File: config.mk
export PLATFORM = sky130hd
export DESIGN_NAME = cic_decimator
export DESIGN_NICKNAME = d
export VERILOG_FILES = /design/src/rtl/cic_pkg.sv /design/src/rtl/cic_comb_stage.sv /design/src/rtl/cic_decimator.sv
export SDC_FILE = /design/constraint.sdc
export NUM_CORES = 1
export LEC_CHECK = 0
export ABC_AREA = 1
export BUFFER_PORTS_ARGS = -buffer_cell sky130_fd_sc_hd__buf_4
export CAP_MARGIN = 20
export CORE_UTILIZATION = 55
export DETAILED_ROUTE_END_ITERATION = 10
export GPL_TIMING_DRIVEN = 0
export MAX_ROUTING_LAYER = met4
export PLACE_DENSITY = 0.8
export SLEW_MARGIN = 20
export SYNTH_ARGS = -nofsm -noshare
export SYNTH_HDL_FRONTEND = slang
export SYNTH_SLANG_ARGS = --single-unit
File: constraint.sdc
create_clock -name aclk -period 2.5 [get_ports aclk]
set_clock_uncertainty 0.2 [all_clocks]
set_input_delay 0.125 -clock aclk [delete_from_list [all_inputs] [get_ports aclk]]
set_output_delay 0.125 -clock aclk [all_outputs]
set_load 0.005 [all_outputs]
File: src/rtl/cic_pkg.sv
// Shared defaults and width helpers for the CIC decimator and its comb stages.
package cic_pkg;

    localparam int IN_W_DEF   = 16;
    localparam int OUT_W_DEF  = 16;
    localparam int STAGES_DEF = 3;
    localparam int DECIM_DEF  = 8;

    // Ceiling log2; exact for the power-of-two ratios the decimator accepts.
    function automatic int log2_int(input int value);
        int result;
        result = 0;
        for (int i = 0; i < 31; i++) begin
            if ((1 << i) < value) result = i + 1;
        end
        return result;
    endfunction

    // Internal width: enough headroom for the DECIM^STAGES gain.
    function automatic int cic_width(input int in_w, input int stages, input int decim);
        return in_w + stages * log2_int(decim);
    endfunction

endpackage

File: src/rtl/cic_comb_stage.sv
// One pipelined comb section (differential delay 1): y = x - x_prev,
// advancing only when the decimate strobe travels through it.
module cic_comb_stage
    import cic_pkg::*;
#(
    parameter int W = cic_width(IN_W_DEF, STAGES_DEF, DECIM_DEF)
) (
    input  logic         aclk,
    input  logic         aresetn,
    input  logic [W-1:0] x_i,
    input  logic         stb_i,
    output logic [W-1:0] y_o,
    output logic         stb_o
);

    logic [W-1:0] y_q, y_d;
    logic [W-1:0] dly_q;
    logic         stb_q;

    assign y_d = x_i - dly_q;

    always_ff @(posedge aclk or negedge aresetn) begin
        if (!aresetn) begin
            y_q   <= '0;
            dly_q <= '0;
            stb_q <= 1'b0;
        end else begin
            stb_q <= stb_i;
            if (stb_i) begin
                y_q   <= y_d;
                dly_q <= x_i;
            end
        end
    end

    assign y_o   = y_q;
    assign stb_o = stb_q;

endmodule

File: src/rtl/cic_decimator.sv
// CIC decimator: inline wrapping integrators at the input rate, a pipelined
// comb chain at the output rate, and a truncating output register.
module cic_decimator
    import cic_pkg::*;
#(
    parameter int IN_W   = IN_W_DEF,
    parameter int OUT_W  = OUT_W_DEF,
    parameter int STAGES = STAGES_DEF,
    parameter int DECIM  = DECIM_DEF
) (
    input  logic                    aclk,
    input  logic                    aresetn,
    input  logic signed [IN_W-1:0]  in,
    input  logic                    in_valid,
    output logic signed [OUT_W-1:0] out,
    output logic                    out_valid
);

    localparam int W    = cic_width(IN_W, STAGES, DECIM);
    localparam int PH_W = log2_int(DECIM);
    localparam logic [PH_W-1:0] PH_LAST = PH_W'(DECIM - 1);

    logic [W-1:0]               in_ext;
    logic [STAGES-1:0][W-1:0]   integ_q, integ_d;
    logic [PH_W-1:0]            ph_q, ph_d;
    logic                       dec_stb_q, dec_stb_d;
    logic [W-1:0]               cap_q;
    logic                       cap_stb_q;
    logic [STAGES:0][W-1:0]     comb_x;
    logic [STAGES:0]            comb_stb;
    logic [OUT_W-1:0]           out_q;
    logic                       out_valid_q;
    logic                       unused_lsb;

    assign in_ext = {{(W - IN_W){in[IN_W-1]}}, in};

    // Each integrator adds the previous stage's old value; wrap is harmless.
    always_comb begin
        integ_d = integ_q;
        if (in_valid) begin
            integ_d[0] = integ_q[0] + in_ext;
            for (int k = 1; k < STAGES; k++) begin
                integ_d[k] = integ_q[k] + integ_q[k-1];
            end
        end
    end

    always_comb begin
        ph_d      = ph_q;
        dec_stb_d = 1'b0;
        if (in_valid) begin
            ph_d      = (ph_q == PH_LAST) ? '0 : ph_q + 1'b1;
            dec_stb_d = (ph_q == PH_LAST);
        end
    end

    always_ff @(posedge aclk or negedge aresetn) begin
        if (!aresetn) begin
            integ_q   <= '0;
            ph_q      <= '0;
            dec_stb_q <= 1'b0;
            cap_q     <= '0;
            cap_stb_q <= 1'b0;
        end else begin
            integ_q   <= integ_d;
            ph_q      <= ph_d;
            dec_stb_q <= dec_stb_d;
            cap_stb_q <= dec_stb_q;
            if (dec_stb_q) cap_q <= integ_q[STAGES-1];
        end
    end

    assign comb_x[0]   = cap_q;
    assign comb_stb[0] = cap_stb_q;

    for (genvar g = 0; g < STAGES; g++) begin : g_comb
        cic_comb_stage #(.W(W)) u_comb (
            .aclk    (aclk),
            .aresetn (aresetn),
            .x_i     (comb_x[g]),
            .stb_i   (comb_stb[g]),
            .y_o     (comb_x[g+1]),
            .stb_o   (comb_stb[g+1])
        );
    end

    // Keeping the top OUT_W bits divides out the DECIM^STAGES gain (floor).
    always_ff @(posedge aclk or negedge aresetn) begin
        if (!aresetn) begin
            out_q       <= '0;
            out_valid_q <= 1'b0;
        end else begin
            out_valid_q <= comb_stb[STAGES];
            if (comb_stb[STAGES]) out_q <= comb_x[STAGES][W-1 -: OUT_W];
        end
    end

    assign unused_lsb = ^comb_x[STAGES];
    assign out        = out_q;
    assign out_valid  = out_valid_q;

endmodule

==> results.txt <==
Post-CTS Setup Inserts - 0
hpwl dp - 39.66 mm
reg-to-reg startpoint - integ_q[25]
post-synth top area share - 34.38%
CP bufs+invs - 0
R2R Setup Slk - 0.13 ns
Boundary Pins - 36
DRC Markers - 0
Post-Synth Adder-Cell Area - 9.887%
Critical Path End Type - flip-flop
Top delay family on crit path - simple AND/OR/NAND/NOR gates
mux cell area share after synthesis - 2.152%
cell mode on critical path - nand2_1
status - finished clean
first-pass GRT wire length - 84.21 mm
XOR/XNOR Fraction of Synth Area - 2.488%
CP max-delay cell - dfrtp_1
crit path max fanout - 4
Tmin final - 2.367 ns
worst hold path type - reg -> reg
unrepaired setup endpoints after global routing - no
Yosys reg bits - 266
wire per inst - 14.88 microns
P&R area growth vs syn - 11.08%
initial antenna violation count - 0
Critical Path Start Type - flip-flop
post-synthesis sequential area ratio - 34.38%
final WL - 50.41 mm
final max-slew violation count - 0
reg2reg end - integ_q[68]
Synth Area in Compound Gates - 8.627%
endpoints failing setup - 0
CTS clk-pin slew, worst paths - 0.06 ns
distinct cell type count after synthesis - 37
TritonCTS Buffers - 29
largest net degree at the start of global routing - 103
# diodes - 0
gpl congestion - 0.9729
layout cells sized above 1 - 7.094%
Initial Utilization - 55.91%
Rel. slew slack - 44.41%
port buffer count - 35
Slew @ Worst Pin - 0.8339 ns
smallest hold slack - 0.1683 ns
slowest cell delay on critical path - 0.42 ns
Crit Path Class - reg -> reg
worst endpoint required time - 2.75 ns
clk root buf - clkbuf_16
TritonRoute pass-1 iters - 5
Synth Area in Simple Gates - 33.37%
hold_sp - cap_stb_q
row count - 68
area leader, netlist - dfrtp_1
die height - 189.6 microns
Clock Latency Late Sink - 0.58 ns
H-tree depth - 1
largest family of logic cells by synthesized area - simple AND/OR/NAND/NOR gates
fin nets - 3080
Core Region - 34630 sq um
Synth Net Count - 2992
die area - 35960 sq um
Die Wd - 189.6 microns
gr ovfl total - 0
Mean Syn Cell Area - 6.859 sq um
Post-Syn Instances - 2823
DR vias/cell - 5.322
period utilization - 94.68%
R2R cell count - 12
fmax - 422.5 MHz
CP Cell Sequence - ha_1 -> fa_1 -> nand2_1 -> nand3_1 -> nand3_1 -> nand2_2 -> nand2_1 -> nand2_1 -> nand2_1 -> nand3b_1 -> nand3_1 -> nand2_1
GRT Total Usage - 29.55%
CTS Buffer Depth - 3
vias in the first global route - 17270
Hold Path End - g_comb[0].u_comb.stb_o
Initial DRC Count - 1209
CTS Sinks - 266
Worst Setup SP - integ_q[25]
leading post-synthesis cells by cell area - dfrtp_1 34%, nand2_1 20%, ha_1 9.4%
total number of vias - 18030
Ys Warns - 0
ANT nets after route - 0
final hold vios - 0
max capacitance violation total - 0
Cell Area, Synth - 19360 sq um
crit path DAT - 2.62 ns
CTS tree - built
hold depth - 0
-- timing repair --
item,in CTS,in global routing
gates resized for setup,0,1
endpoints found under the setup margin,0,2
hold endpoints to repair,303,0
hold buffers,20,0
-- worst register-to-register path, cell delays in order (launching register included) --
cell and delay, ns:
dfrtp_1 0.42, ha_1 0.25, fa_1 0.39, nand2_1 0.11, nand3_1 0.13, nand3_1 0.12
nand2_2 0.13, nand2_1 0.09, nand2_1 0.08, nand2_1 0.11, nand3b_1 0.08, nand3_1 0.09
nand2_1 0.06
-- how the worst max path moves through the flow --
| stage | cells after the start | slack, ns | end |
|---|---|---|---|
| 3_5_place_dp | 12 | 0.11 | integ_q[68] |
| 3_3_place_gp | 1 | -1.08 | integ_q[74] |
| 2_1_floorplan | 11 | 0.45 | integ_q[39] |
| 5_1_grt | 12 | 0.008 | integ_q[68] |
| 4_1_cts | 12 | 0.11 | integ_q[68] |
| 6_report | 12 | 0.13 | integ_q[68] |
-- through the flow --
stage / setup WS (ns) / setup TNS (ns) / cell area (sq um) / utilization (%) / cells
final: 0.1330 / 0 / 21510 / 62.11 / 3387
after global routing: 0.007707 / 0 / 21510 / 62.11 / 3387
after CTS: 0.1082 / 0 / 21500 / 62.10 / 3387
after detailed placement: 0.1132 / 0 / 20260 / 58.50 / 3315
after global placement: -1.076 / -272.27 / 20190 / 58.32 / 3313
after floorplan: 0.4534 / 0 / 19360 / - / 2823
-- per-layer routing --
layer	vias to the layer above	wire length [microns]	track usage, %
met5	-	0	-
met4	0	1619	9.584
met3	109	2178	3.025
met2	458	23740	48.72
met1	8329	22870	38.15
li1	9130	-	-
-- cell usage after synthesis --
| cell type | n |
|---|---|
| or2_1 | 10 |
| ha_1 | 145 |
| nand2_2 | 27 |
| clkinv_1 | 1 |
| nor2_1 | 154 |
| nand2_1 | 1039 |
| o21bai_4 | 1 |
| nor3_1 | 21 |
| a21o_1 | 2 |
| a31oi_1 | 2 |
| nand3_1 | 180 |
| o21bai_1 | 26 |
| nor2_2 | 19 |
| xor2_1 | 17 |
| buf_6 | 1 |
| a21oi_2 | 5 |
| nor4_1 | 2 |
| nor3_2 | 2 |
| nand3_2 | 7 |
| buf_2 | 13 |
| mux2_2 | 37 |
| a21oi_1 | 121 |
| or2_2 | 5 |
| inv_2 | 2 |
| clkbuf_1 | 31 |
| o21ai_2 | 1 |
| inv_1 | 409 |
| o21ai_1 | 10 |
| nor2_4 | 2 |
| nand3b_1 | 16 |
| buf_1 | 6 |
| o21ai_0 | 144 |
| dfrtp_1 | 266 |
| fa_1 | 5 |
| and2_1 | 9 |
| xnor2_1 | 38 |
| nand4_1 | 47 |
-- registers in the layout, summed over array words and instances (netlist names) --
register / cells
g_comb.u_comb.stb_o: 3
out_valid: 1
cap_q: 25
dec_stb_q: 1
out: 16
g_comb.u_comb.dly_q: 75
cap_stb_q: 1
ph_q: 3
integ_q: 75
g_comb.u_comb.y_o: 66
-- layout make-up --
type | count | area, sq um
Fill cell | 3166 | 13120
Multi-Input combinational cell | 2094 | 10950
Sequential cell | 266 | 6656
Inverter | 412 | 1546
Clock buffer | 34 | 754.5
Tap cell | 455 | 569.3
Timing Repair Buffer | 57 | 525.5
Clock inverter | 18 | 292.8
Buffer | 51 | 215.2
-- kinds of logic after synthesis --
group	count (synthesis)
AND/OR/NAND/NOR	1540
buffers and inverters	463
AO/OA/AOI/OAI	312
flip-flops	266
adder cells (fa/ha/maj)	150
XOR/XNOR	55
multiplexers	37
-- cells in the final DEF (no fill, tap or decap), drive strengths merged --
| master | instances |
|---|---|
| nand2 | 1066 |
| inv | 416 |
| dfrtp | 266 |
| nand3 | 187 |
| nor2 | 175 |
| o21ai | 155 |
| ha | 145 |
| a21oi | 126 |
| clkbuf | 65 |
| buf | 57 |
| nand4 | 47 |
| xnor2 | 38 |
| mux2 | 37 |
| o21bai | 27 |
| nor3 | 23 |
| dlygate4sd3 | 20 |
| xor2 | 17 |
| nand3b | 16 |
| or2 | 15 |
| and2 | 9 |
| bufinv | 7 |
| clkinv | 6 |
| fa | 5 |
| a21o | 2 |
| a31oi | 2 |
| nor4 | 2 |
| clkinvlp | 1 |
Power is not shown: default switching activity piles up to over one toggle a cycle in this logic, so the estimate is an artifact.
